--- src/rtl/mc_ctrl_if.sv ---
// Control bus between the multi-cycle controller and the datapath.
// The controller side takes the master modport, the datapath side the slave modport.
interface mc_ctrl_if;
  logic [31:0] instr;
  logic [2:0]  state;
  logic        ir_we;
  logic        pc_we;
  logic [2:0]  npc_sel;
  logic        reg_we;
  logic [1:0]  reg_dst;
  logic [1:0]  wd_sel;
  logic        alu_src;
  logic        ext_op;
  logic [1:0]  alu_op;
  logic        mem_we;
  logic        illegal;

  modport master (
    input  instr,
    output state, ir_we, pc_we, npc_sel, reg_we, reg_dst, wd_sel,
           alu_src, ext_op, alu_op, mem_we, illegal
  );

  modport slave (
    output instr,
    input  state, ir_we, pc_we, npc_sel, reg_we, reg_dst, wd_sel,
           alu_src, ext_op, alu_op, mem_we, illegal
  );
endinterface

--- src/rtl/mc_ctrl.sv ---
// Multi-cycle MIPS-subset controller: Moore FSM FETCH/DECODE/EXEC/MEM/WB.
// Optional MC_CTRL_STATS_EN adds cycle_cnt / instret_cnt counters.
module mc_ctrl (
  input  logic        clk,
  input  logic        reset,
  mc_ctrl_if.master   bus
`ifdef MC_CTRL_STATS_EN
  ,
  output logic [31:0] cycle_cnt,
  output logic [31:0] instret_cnt
`endif
);

  typedef enum logic [2:0] {
    S_FETCH  = 3'd0,
    S_DECODE = 3'd1,
    S_EXEC   = 3'd2,
    S_MEM    = 3'd3,
    S_WB     = 3'd4
  } state_t;

  localparam logic [5:0] OP_RTYPE = 6'h00;
  localparam logic [5:0] OP_J     = 6'h02;
  localparam logic [5:0] OP_JAL   = 6'h03;
  localparam logic [5:0] OP_BEQ   = 6'h04;
  localparam logic [5:0] OP_ORI   = 6'h0D;
  localparam logic [5:0] OP_LUI   = 6'h0F;
  localparam logic [5:0] OP_LW    = 6'h23;
  localparam logic [5:0] OP_SW    = 6'h2B;
  localparam logic [5:0] FN_ADDU  = 6'h21;
  localparam logic [5:0] FN_SUBU  = 6'h23;
  localparam logic [5:0] FN_JR    = 6'h08;

  state_t      state_q;
  state_t      state_d;
  logic        illegal_q;

  logic [5:0]  op;
  logic [5:0]  funct;
  logic        is_addu, is_subu, is_jr, is_ori, is_lui, is_lw, is_sw;
  logic        is_beq, is_j, is_jal, is_nop, supported;

  logic        final_st;
  logic        ir_we, pc_we, reg_we, alu_src, ext_op, mem_we;
  logic [2:0]  npc_sel;
  logic [1:0]  reg_dst, wd_sel, alu_op;

  // Instruction classification; instr==0 is the only op-0/funct-0 encoding accepted
  always_comb begin
    op        = bus.instr[31:26];
    funct     = bus.instr[5:0];
    is_nop    = (bus.instr == 32'd0);
    is_addu   = (op == OP_RTYPE) && (funct == FN_ADDU);
    is_subu   = (op == OP_RTYPE) && (funct == FN_SUBU);
    is_jr     = (op == OP_RTYPE) && (funct == FN_JR);
    is_ori    = (op == OP_ORI);
    is_lui    = (op == OP_LUI);
    is_lw     = (op == OP_LW);
    is_sw     = (op == OP_SW);
    is_beq    = (op == OP_BEQ);
    is_j      = (op == OP_J);
    is_jal    = (op == OP_JAL);
    supported = is_nop | is_addu | is_subu | is_jr | is_ori | is_lui |
                is_lw | is_sw | is_beq | is_j | is_jal;
  end

  // Unsupported instructions leave DECODE straight to FETCH, retiring like a nop
  always_comb begin
    state_d = S_FETCH;
    case (state_q)
      S_FETCH:  state_d = S_DECODE;
      S_DECODE: begin
        if (is_addu | is_subu | is_ori | is_lw | is_sw | is_beq)
          state_d = S_EXEC;
        else if (is_lui | is_jal)
          state_d = S_WB;
        else
          state_d = S_FETCH;
      end
      S_EXEC: begin
        if (is_lw | is_sw)
          state_d = S_MEM;
        else if (is_beq)
          state_d = S_FETCH;
        else
          state_d = S_WB;
      end
      S_MEM:    state_d = is_lw ? S_WB : S_FETCH;
      S_WB:     state_d = S_FETCH;
      default:  state_d = S_FETCH;
    endcase
  end

  always_ff @(posedge clk) begin
    if (reset) begin
      state_q   <= S_FETCH;
      illegal_q <= 1'b0;
    end else begin
      state_q <= state_d;
      if (state_q == S_DECODE && !supported)
        illegal_q <= 1'b1;
    end
  end

  // Outputs decode from the current state and the held instruction; the PC
  // only moves in an instruction's final state so WB still sees its own PC+4
  always_comb begin
    ir_we    = 1'b0;
    pc_we    = 1'b0;
    npc_sel  = 3'd0;
    reg_we   = 1'b0;
    reg_dst  = 2'd0;
    wd_sel   = 2'd0;
    alu_src  = 1'b0;
    ext_op   = 1'b0;
    alu_op   = 2'd0;
    mem_we   = 1'b0;
    final_st = 1'b0;
    case (state_q)
      S_FETCH:  ir_we = 1'b1;
      S_DECODE: final_st = is_j | is_jr | is_nop | !supported;
      S_EXEC, S_MEM: begin
        if (is_subu | is_beq) begin
          alu_op = 2'd1;
        end else if (is_ori) begin
          alu_op  = 2'd2;
          alu_src = 1'b1;
        end else if (is_lw | is_sw) begin
          alu_src = 1'b1;
          ext_op  = 1'b1;
        end
        if (state_q == S_EXEC) begin
          final_st = is_beq;
        end else begin
          mem_we   = is_sw;
          final_st = is_sw;
        end
      end
      S_WB: begin
        final_st = 1'b1;
        reg_we   = 1'b1;
        if (is_addu | is_subu) begin
          reg_dst = 2'd1;
        end else if (is_lw) begin
          wd_sel = 2'd1;
        end else if (is_lui) begin
          wd_sel = 2'd3;
        end else if (is_jal) begin
          reg_dst = 2'd2;
          wd_sel  = 2'd2;
        end
      end
      default: ;
    endcase
    if (final_st) begin
      pc_we = 1'b1;
      if (is_j | is_jal)
        npc_sel = 3'd3;
      else if (is_jr)
        npc_sel = 3'd2;
      else if (is_beq)
        npc_sel = 3'd1;
    end
    // A reset cycle abandons the instruction: no architectural writes
    if (reset) begin
      pc_we  = 1'b0;
      reg_we = 1'b0;
      mem_we = 1'b0;
    end
  end

  assign bus.state   = state_q;
  assign bus.ir_we   = ir_we;
  assign bus.pc_we   = pc_we;
  assign bus.npc_sel = npc_sel;
  assign bus.reg_we  = reg_we;
  assign bus.reg_dst = reg_dst;
  assign bus.wd_sel  = wd_sel;
  assign bus.alu_src = alu_src;
  assign bus.ext_op  = ext_op;
  assign bus.alu_op  = alu_op;
  assign bus.mem_we  = mem_we;
  assign bus.illegal = illegal_q;

`ifdef MC_CTRL_STATS_EN
  always_ff @(posedge clk) begin
    if (reset) begin
      cycle_cnt   <= 32'd0;
      instret_cnt <= 32'd0;
    end else begin
      cycle_cnt <= cycle_cnt + 32'd1;
      if (pc_we)
        instret_cnt <= instret_cnt + 32'd1;
    end
  end
`endif

endmodule

--- src/flat_wrapper.sv ---
// flat-port wrapper written by rule: the top's interface ports become plain ports
module mc_ctrl_flat 
  (clk, reset, bus_instr, bus_state, bus_ir_we, bus_pc_we, bus_npc_sel, bus_reg_we, bus_reg_dst, bus_wd_sel, bus_alu_src, bus_ext_op, bus_alu_op, bus_mem_we, bus_illegal);
  mc_ctrl_if bus_i ();
  input  logic clk;
  input  logic reset;
  input wire logic [$bits(bus_i.instr)-1:0] bus_instr;
  output wire logic [$bits(bus_i.state)-1:0] bus_state;
  output wire logic [$bits(bus_i.ir_we)-1:0] bus_ir_we;
  output wire logic [$bits(bus_i.pc_we)-1:0] bus_pc_we;
  output wire logic [$bits(bus_i.npc_sel)-1:0] bus_npc_sel;
  output wire logic [$bits(bus_i.reg_we)-1:0] bus_reg_we;
  output wire logic [$bits(bus_i.reg_dst)-1:0] bus_reg_dst;
  output wire logic [$bits(bus_i.wd_sel)-1:0] bus_wd_sel;
  output wire logic [$bits(bus_i.alu_src)-1:0] bus_alu_src;
  output wire logic [$bits(bus_i.ext_op)-1:0] bus_ext_op;
  output wire logic [$bits(bus_i.alu_op)-1:0] bus_alu_op;
  output wire logic [$bits(bus_i.mem_we)-1:0] bus_mem_we;
  output wire logic [$bits(bus_i.illegal)-1:0] bus_illegal;
  assign bus_i.instr = bus_instr;
  assign bus_state = bus_i.state;
  assign bus_ir_we = bus_i.ir_we;
  assign bus_pc_we = bus_i.pc_we;
  assign bus_npc_sel = bus_i.npc_sel;
  assign bus_reg_we = bus_i.reg_we;
  assign bus_reg_dst = bus_i.reg_dst;
  assign bus_wd_sel = bus_i.wd_sel;
  assign bus_alu_src = bus_i.alu_src;
  assign bus_ext_op = bus_i.ext_op;
  assign bus_alu_op = bus_i.alu_op;
  assign bus_mem_we = bus_i.mem_we;
  assign bus_illegal = bus_i.illegal;
  mc_ctrl u_core (.clk(clk), .reset(reset), .bus(bus_i));
endmodule
--- config.mk ---
export PLATFORM = sky130hd
export DESIGN_NAME = mc_ctrl_flat
export DESIGN_NICKNAME = d
export VERILOG_FILES = /design/src/rtl/mc_ctrl_if.sv /design/src/rtl/mc_ctrl.sv /design/src/flat_wrapper.sv
export SDC_FILE = /design/constraint.sdc
export NUM_CORES = 1
export LEC_CHECK = 0
export CAP_MARGIN = 20
export CORE_MARGIN = 1.5
export CORE_UTILIZATION = 34
export DETAILED_ROUTE_END_ITERATION = 16
export MAX_ROUTING_LAYER = met4
export PLACE_DENSITY = 0.85
export RECOVER_POWER = 50
export SLEW_MARGIN = 10
export SYNTH_ARGS = -nofsm -noshare
export SYNTH_HDL_FRONTEND = slang
export SYNTH_SLANG_ARGS = --single-unit
--- constraint.sdc ---
create_clock -name clk -period 4.58 [get_ports clk]
set_input_delay 0.458 -clock clk [delete_from_list [all_inputs] [get_ports clk]]
set_output_delay 0.458 -clock clk [all_outputs]
set_load 0.02 [all_outputs]
==> results by group, run 1 <==
STA
  • Worst slew pin tran: 0.631 ns
  • FMAX: 272 MHz
  • Setup violation total in the final timing report: 0
  • Setup TNS: 0 ns
  • Slew headroom: 57.5%
  • Hold Fails Final Rpt: 0
  • Final Skew: 0.00142 ns
  • Unrepaired setup endpoints after global routing: false
  • Crit share post-route: between 80% and 90%
  • Max-slew violation count: 0
  • Min cycle time layout: ~3.7 ns

Synthesis
  • Share of the synthesized area in the top cell type: 12.5%
  • Syn avg cell area: 6.59 sq um
  • Synth Flop Type: dfxtp_1
  • Syn Inst Count: 97
  • FFs w/ async S/R, synth: 0%
  • Syn nets: roughly 130
  • Synth Warn #: 0
  • Largest area contributor in the synthesized netlist: dfxtp_1
  • Number of enable flip-flop cells after synthesis: 0
  • Yosys reg bits: 4
  • Post-synthesis cell area: 639 sq um
  • Sequential area share after synthesis: 12.5%
  • Cell variety after synth: 39
  • Area contributors post-synth: dfxtp_1, nor3_1, nor2_1

Clock tree
  • Cts bufs inserted: 3
  • Max H-tree Level: 1
  • Setup Fix Bufs, Post-CTS: 0
  • CTS clock-pin slew for the worst setup and hold paths: 0.04 ns
  • CTS Sinks: 4
  • Deepest clock path buffer count: 2
  • Hold_buf cts: 0
  • TritonCTS clock tree: yes
  • Post-CTS sizing: 0
  • Root buffer cell: clkbuf_4
  • Clk_lat worst skew: 0.23 ns

Worst setup path
  • Crit end category: output port
  • CP Launch Type: input pin
  • Worst path arrival time: between 3 and 4 ns
  • CP required: 4.12 ns
  • Max FO, Critical Path: 11
  • CP max stage cell: dlygate4sd3_1
  • Setup Crit Path Kind: in -> out
  • Worst path cell trace: dlygate4sd3_1 > nor4_1 > nand2_2 > nor3_1 > or4_4 > a21oi_1 > clkdlybuf4s50_1
  • CP peak stage delay: approximately 0.67 ns
  • Worst Setup SP: bus_instr[28]
  • RR Startpoint: u_core.bus.state[0]$_SDFF_PP0_

Pwr
  • PwrDens: between 100 and 150 nW/um^2
  • Max IR drop VDD: 0.0000929 V
  • Tot Pwr: 147 uW
  • LEAKAGE: 0.374 nW

Floorplan
  • Core ar.: 1750 sq um
  • Die area: 2150 sq um
  • I/O pin total: 53
  • DIE HEIGHT: 46.4 microns
  • Initial Utilization: 36.6%
  • Die width: 46.4 microns
  • Row Count: 15

Placed design
  • Detailed placer's ending HPWL: approximately 1.8 mm
  • Routability congestion estimate: 0.989
  • Port buffer count: 51
  • Post-Place Cells: 165

GRT
  • Antenna violations before repair: 0
  • GRT met3 Usage: 2.75%
  • Most Used Layer, Global Route: met2
  • First-pass GRT wire length: 3.38 mm
  • Met1 usage: 29.6%
  • Grt ovf: 0
  • Vias in the first global route: 762
  • M2 GR Usage: around 33%
  • Total track usage: a little under a quarter
  • Largest net degree at the start of global routing: 14

Route
  • DRT Pass-1 Iters: 4
  • Drt initial violations: 16
  • WL per Instance: 13.1 microns
  • Routed wire length: 2.21 mm
  • Drc violations: 0
  • Via count: 912
  • Final ANT Viol Nets: 0
  • Vias per inst: approximately 5.4

Layout
  • Share of cells above drive strength 1: 6.99%
  • Post-Route Utilization: between 60% and 70%
  • Commonest cells after routing, fill and taps aside: clkdlybuf4s50_1, nor2_1, nor3_1
  • Area Overhead vs Synth: 79.8%
  • Commonest non-fill, non-tap cell in the layout: clkdlybuf4s50_1
  • # diodes: 0
  • Nets@finish: 179
  • Non-filler cells, final: 168

Min path
  • Hold path start: u_core.bus.illegal$_SDFFE_PP0P_
  • HP Class: reg -> reg

Job
  • Maximum Capacitance Violations: 0

Outcome
  • Outcome: completed
[report_power, final]
part / internal, mW / switching, mW / total, mW
combinational: 0.0377 / 0.0264 / 0.0641
clock: 0.0293 / 0.0142 / 0.0435
sequential: 0.0368 / 0.00255 / 0.0393
[metrics by stage]
step | hold WS (ns) | area (sq um) | setup slack (ns)
6_report | 0.448 | 1150 | 0.898
5_1_grt | 0.461 | 1150 | 0.617
4_1_cts | 0.448 | 1160 | 1.15
3_5_place_dp | 0.443 | 1140 | 1.18
3_3_place_gp | 0.444 | 1140 | 1.15
2_1_floorplan | 0.516 | 639 | 2.22
[worst max-delay path: cells and delay by family]
kind / cells / cell delay (ns)
AO/OA/AOI/OAI: 1 / 0.05
AND/OR/NAND/NOR: 4 / 1.49
buffers and inverters: 2 / 1.22
[flip-flops by register name (all words and copies together), names as in the netlist]
name                count
u_core.bus.illegal      1
u_core.bus.state        3
[routing by layer]
layer / wire length, microns / vias up
met5: 0 / -
met3: 101 / 4
met1: 984 / 411
li1: - / 463
met2: 1080 / 34
met4: 35 / 0
[cells by family (layout without fill, tap and decap cells)]
logic type	after synthesis	count (layout)	synth area share [%]
flops	4	4	12.5
simple gates	61	61	56.8
compound gates	21	21	21.5
other cells	1	1	0.587
buf+inv	9	55	7.24
xor+xnor	1	1	1.37
[cell usage after synthesis (3+ instances only)]
cell     number
nand3_1       3
nand2_1       7
nor2_1       12
nor3_1        9
nor4_1        5
nand4_1       3
a21oi_1       8
nor2b_1       4
dfxtp_1       4
buf_2         4
[layout make-up]
| cell class | instances | area, sq um |
|---|---|---|
| Tap cell | 25 | 31.3 |
| Fill cell | 171 | 596 |
| Multi-Input combinational cell | 84 | 502 |
| Sequential cell | 4 | 80.1 |
| Inverter | 1 | 3.75 |
| Timing Repair Buffer | 51 | 510 |
| Clock buffer | 3 | 22.5 |
[path summary, 6_finish.rpt]
path / to / slack [ns] / cells after the start
setup / recovery: bus_pc_we / 0.90 / 7
hold / removal: u_core.bus.illegal$_SDFFE_PP0P_ / 0.45 / 2
setup reg to reg: u_core.bus.illegal$_SDFFE_PP0P_ / 2.87 / 4
hold reg to reg: u_core.bus.illegal$_SDFFE_PP0P_ / 0.45 / 2
Power figures use the tool's default switching activity.
==> run 2: changes to the inputs <==
Settings changed: CORE_UTILIZATION 34 to 29, PLACE_DENSITY 0.85 to 0.77.
Clock period 4.58 ns to 3.2 ns, I/O delays scaled along.
==> results by group, run 2 (synthesis results as in run 1) <==
STA
  • Max-slew violation count: 0
  • Final Skew: 0.000347 ns
  • Setup violation total in the final timing report: 0
  • Min cycle time layout: 3.09 ns
  • Setup TNS: 0 ns
  • Hold Fails Final Rpt: 0
  • Crit share post-route: 96.6%
  • FMAX: between 300 and 400 MHz
  • Unrepaired setup endpoints after global routing: false

Pwr
  • Gate power share: 44.8%
  • Sw Ratio: 28.3%
  • Seq pwr share: 26.9%
  • Cell-internal power: 150 uW
  • P_sw: ~59 uW
  • Max IR drop VDD: 0.000114 V
  • Clock share of power: 28.3%
  • Tot Pwr: between 200 and 250 uW
  • PwrDens: 177 nW/um^2
  • LEAKAGE: 0.394 nW

Worst setup path
  • Worst path arrival time: roughly 2.8 ns
  • CP required: 2.88 ns
  • CP max stage cell: clkdlybuf4s50_1
  • Max FO, Critical Path: 10
  • CP Launch Type: input pin
  • Setup Crit Path Kind: in -> out
  • Crit end category: output port
  • CP peak stage delay: 0.67 ns
  • Worst path cell trace: clkdlybuf4s50_1 > and4bb_1 > o21ai_1 > a21oi_1 > or4_4 > a21oi_1 > clkdlybuf4s50_1

GRT
  • Antenna violations before repair: 0
  • Grt ovf: 0
  • First-pass GRT wire length: 3.54 mm
  • Vias in the first global route: 829
  • Largest net degree at the start of global routing: 14
  • Total track usage: 18.3%

Placed design
  • Routability congestion estimate: 0.966
  • Port buffer count: 51
  • Detailed placer's ending HPWL: 1.91 mm

Clock tree
  • Deepest clock path buffer count: 2
  • Hold_buf cts: 0
  • Root buffer cell: clkbuf_4
  • Post-CTS sizing: 0
  • TritonCTS clock tree: yes
  • CTS clock-pin slew for the worst setup and hold paths: 0.03 ns
  • CTS Sinks: 4
  • Clk_lat worst skew: 0.23 ns
  • Max H-tree Level: 1
  • Setup Fix Bufs, Post-CTS: 0
  • Cts bufs inserted: 3

Floorplan
  • I/O pin total: 53
  • DIE HEIGHT: 50.0 microns
  • Die width: 50.0 microns
  • Initial Utilization: 31.6%
  • Core ar.: 2020 sq um
  • Row Count: 16
  • Die area: 2500 sq um

Layout
  • Commonest non-fill, non-tap cell in the layout: clkdlybuf4s50_1
  • Post-Route Utilization: 58.4%
  • Nets@finish: 182
  • Commonest cells after routing, fill and taps aside: clkdlybuf4s50_1, nor2_1, nor3_1
  • Area Overhead vs Synth: 84.5%
  • Fill cell count: approximately 190
  • # diodes: 0
  • Number of flip-flops in the largest register: 3
  • Share of cells above drive strength 1: roughly 8.9%

Min path
  • HP Class: reg -> reg

Route
  • Drc violations: 0
  • Routed wire length: between 2 and 2.5 mm
  • Final ANT Viol Nets: 0
  • Drt initial violations: 27
  • DRT Pass-1 Iters: 4
  • Via count: approximately 920
  • Vias per inst: 5.34
  • WL per Instance: 13.1 microns

Job
  • Maximum Capacitance Violations: 0

Outcome
  • Outcome: completed
[run 2: cell count changes in the layout (fill, tap and decap cells not counted)]
| cell | previous run | this run |
|---|---|---|
| nor4_1 | 6 | 5 |
| nor3_1 | 10 | 9 |
| nor4_2 | 1 | 2 |
| dlymetal6s2s_1 | 0 | 1 |
| a211oi_2 | 1 | 0 |
| nor3_2 | 0 | 1 |
| clkbuf_1 | 0 | 1 |
| buf_4 | 0 | 2 |
| a211oi_1 | 1 | 2 |
| dlygate4sd3_1 | 8 | 7 |
[run 2: path summary, 6_finish.rpt]
check / start / to / slack, ns / depth (start not counted)
setup reg to reg: u_core.bus.state[0]$_SDFF_PP0_ / u_core.bus.illegal$_SDFFE_PP0P_ / 1.53 / 4
hold / removal: u_core.bus.illegal$_SDFFE_PP0P_ / u_core.bus.illegal$_SDFFE_PP0P_ / 0.45 / 2
hold reg to reg: u_core.bus.illegal$_SDFFE_PP0P_ / u_core.bus.illegal$_SDFFE_PP0P_ / 0.45 / 2
setup / recovery: bus_instr[27] / bus_npc_sel[0] / 0.11 / 7
[run 2: power groups by stage]
stage | Combinational (mW) | Clock, mW | Sequential (mW)
after global routing | 0.100 | 0.0636 | 0.0567
after floorplan | 0.0360 | 0 | 0.0574
after global placement | 0.0934 | 0 | 0.0568
final | 0.0936 | 0.0591 | 0.0562
after detailed placement | 0.0951 | 0 | 0.0569
after CTS | 0.0952 | 0.0617 | 0.0562
[run 2: per-stage QoR]
| step | hold slack [ns] | setup slack, ns | instance area [sq um] | std cells |
|---|---|---|---|---|
| 2_1_floorplan | 0.385 | 1.04 | 639 | 97 |
| 3_3_place_gp | 0.454 | 0.177 | 1160 | 170 |
| 3_5_place_dp | 0.463 | 0.123 | 1160 | 170 |
| 4_1_cts | 0.466 | 0.122 | 1190 | 173 |
| 5_1_grt | 0.484 | 0.0123 | 1180 | 173 |
| 6_report | 0.455 | 0.110 | 1180 | 173 |
[run 2: critical path: cells and delay by family]
kind | cells | cell delay (ns)
compound gates | 3 | 0.38
simple gates | 2 | 0.77
buf+inv | 2 | 1.30
[run 2: layout make-up]
cell class,instances,area (sq um),share of cell area (%)
Sequential cell,4,80.1,6.79
Tap cell,27,33.8,2.86
Clock buffer,3,22.5,1.91
Inverter,1,3.75,0.318
Multi-Input combinational cell,84,508,43.1
Timing Repair Buffer,54,532,45.1
[run 2: per-layer routing]
layer | vias up | global-route usage, % | part of all wire (%)
li1 | 465 | - | -
met1 | 421 | 22.4 | 43
met2 | 34 | 30.2 | 50
met3 | 4 | 2.12 | 5.2
met4 | 0 | 7.41 | 1.1
met5 | - | - | 0
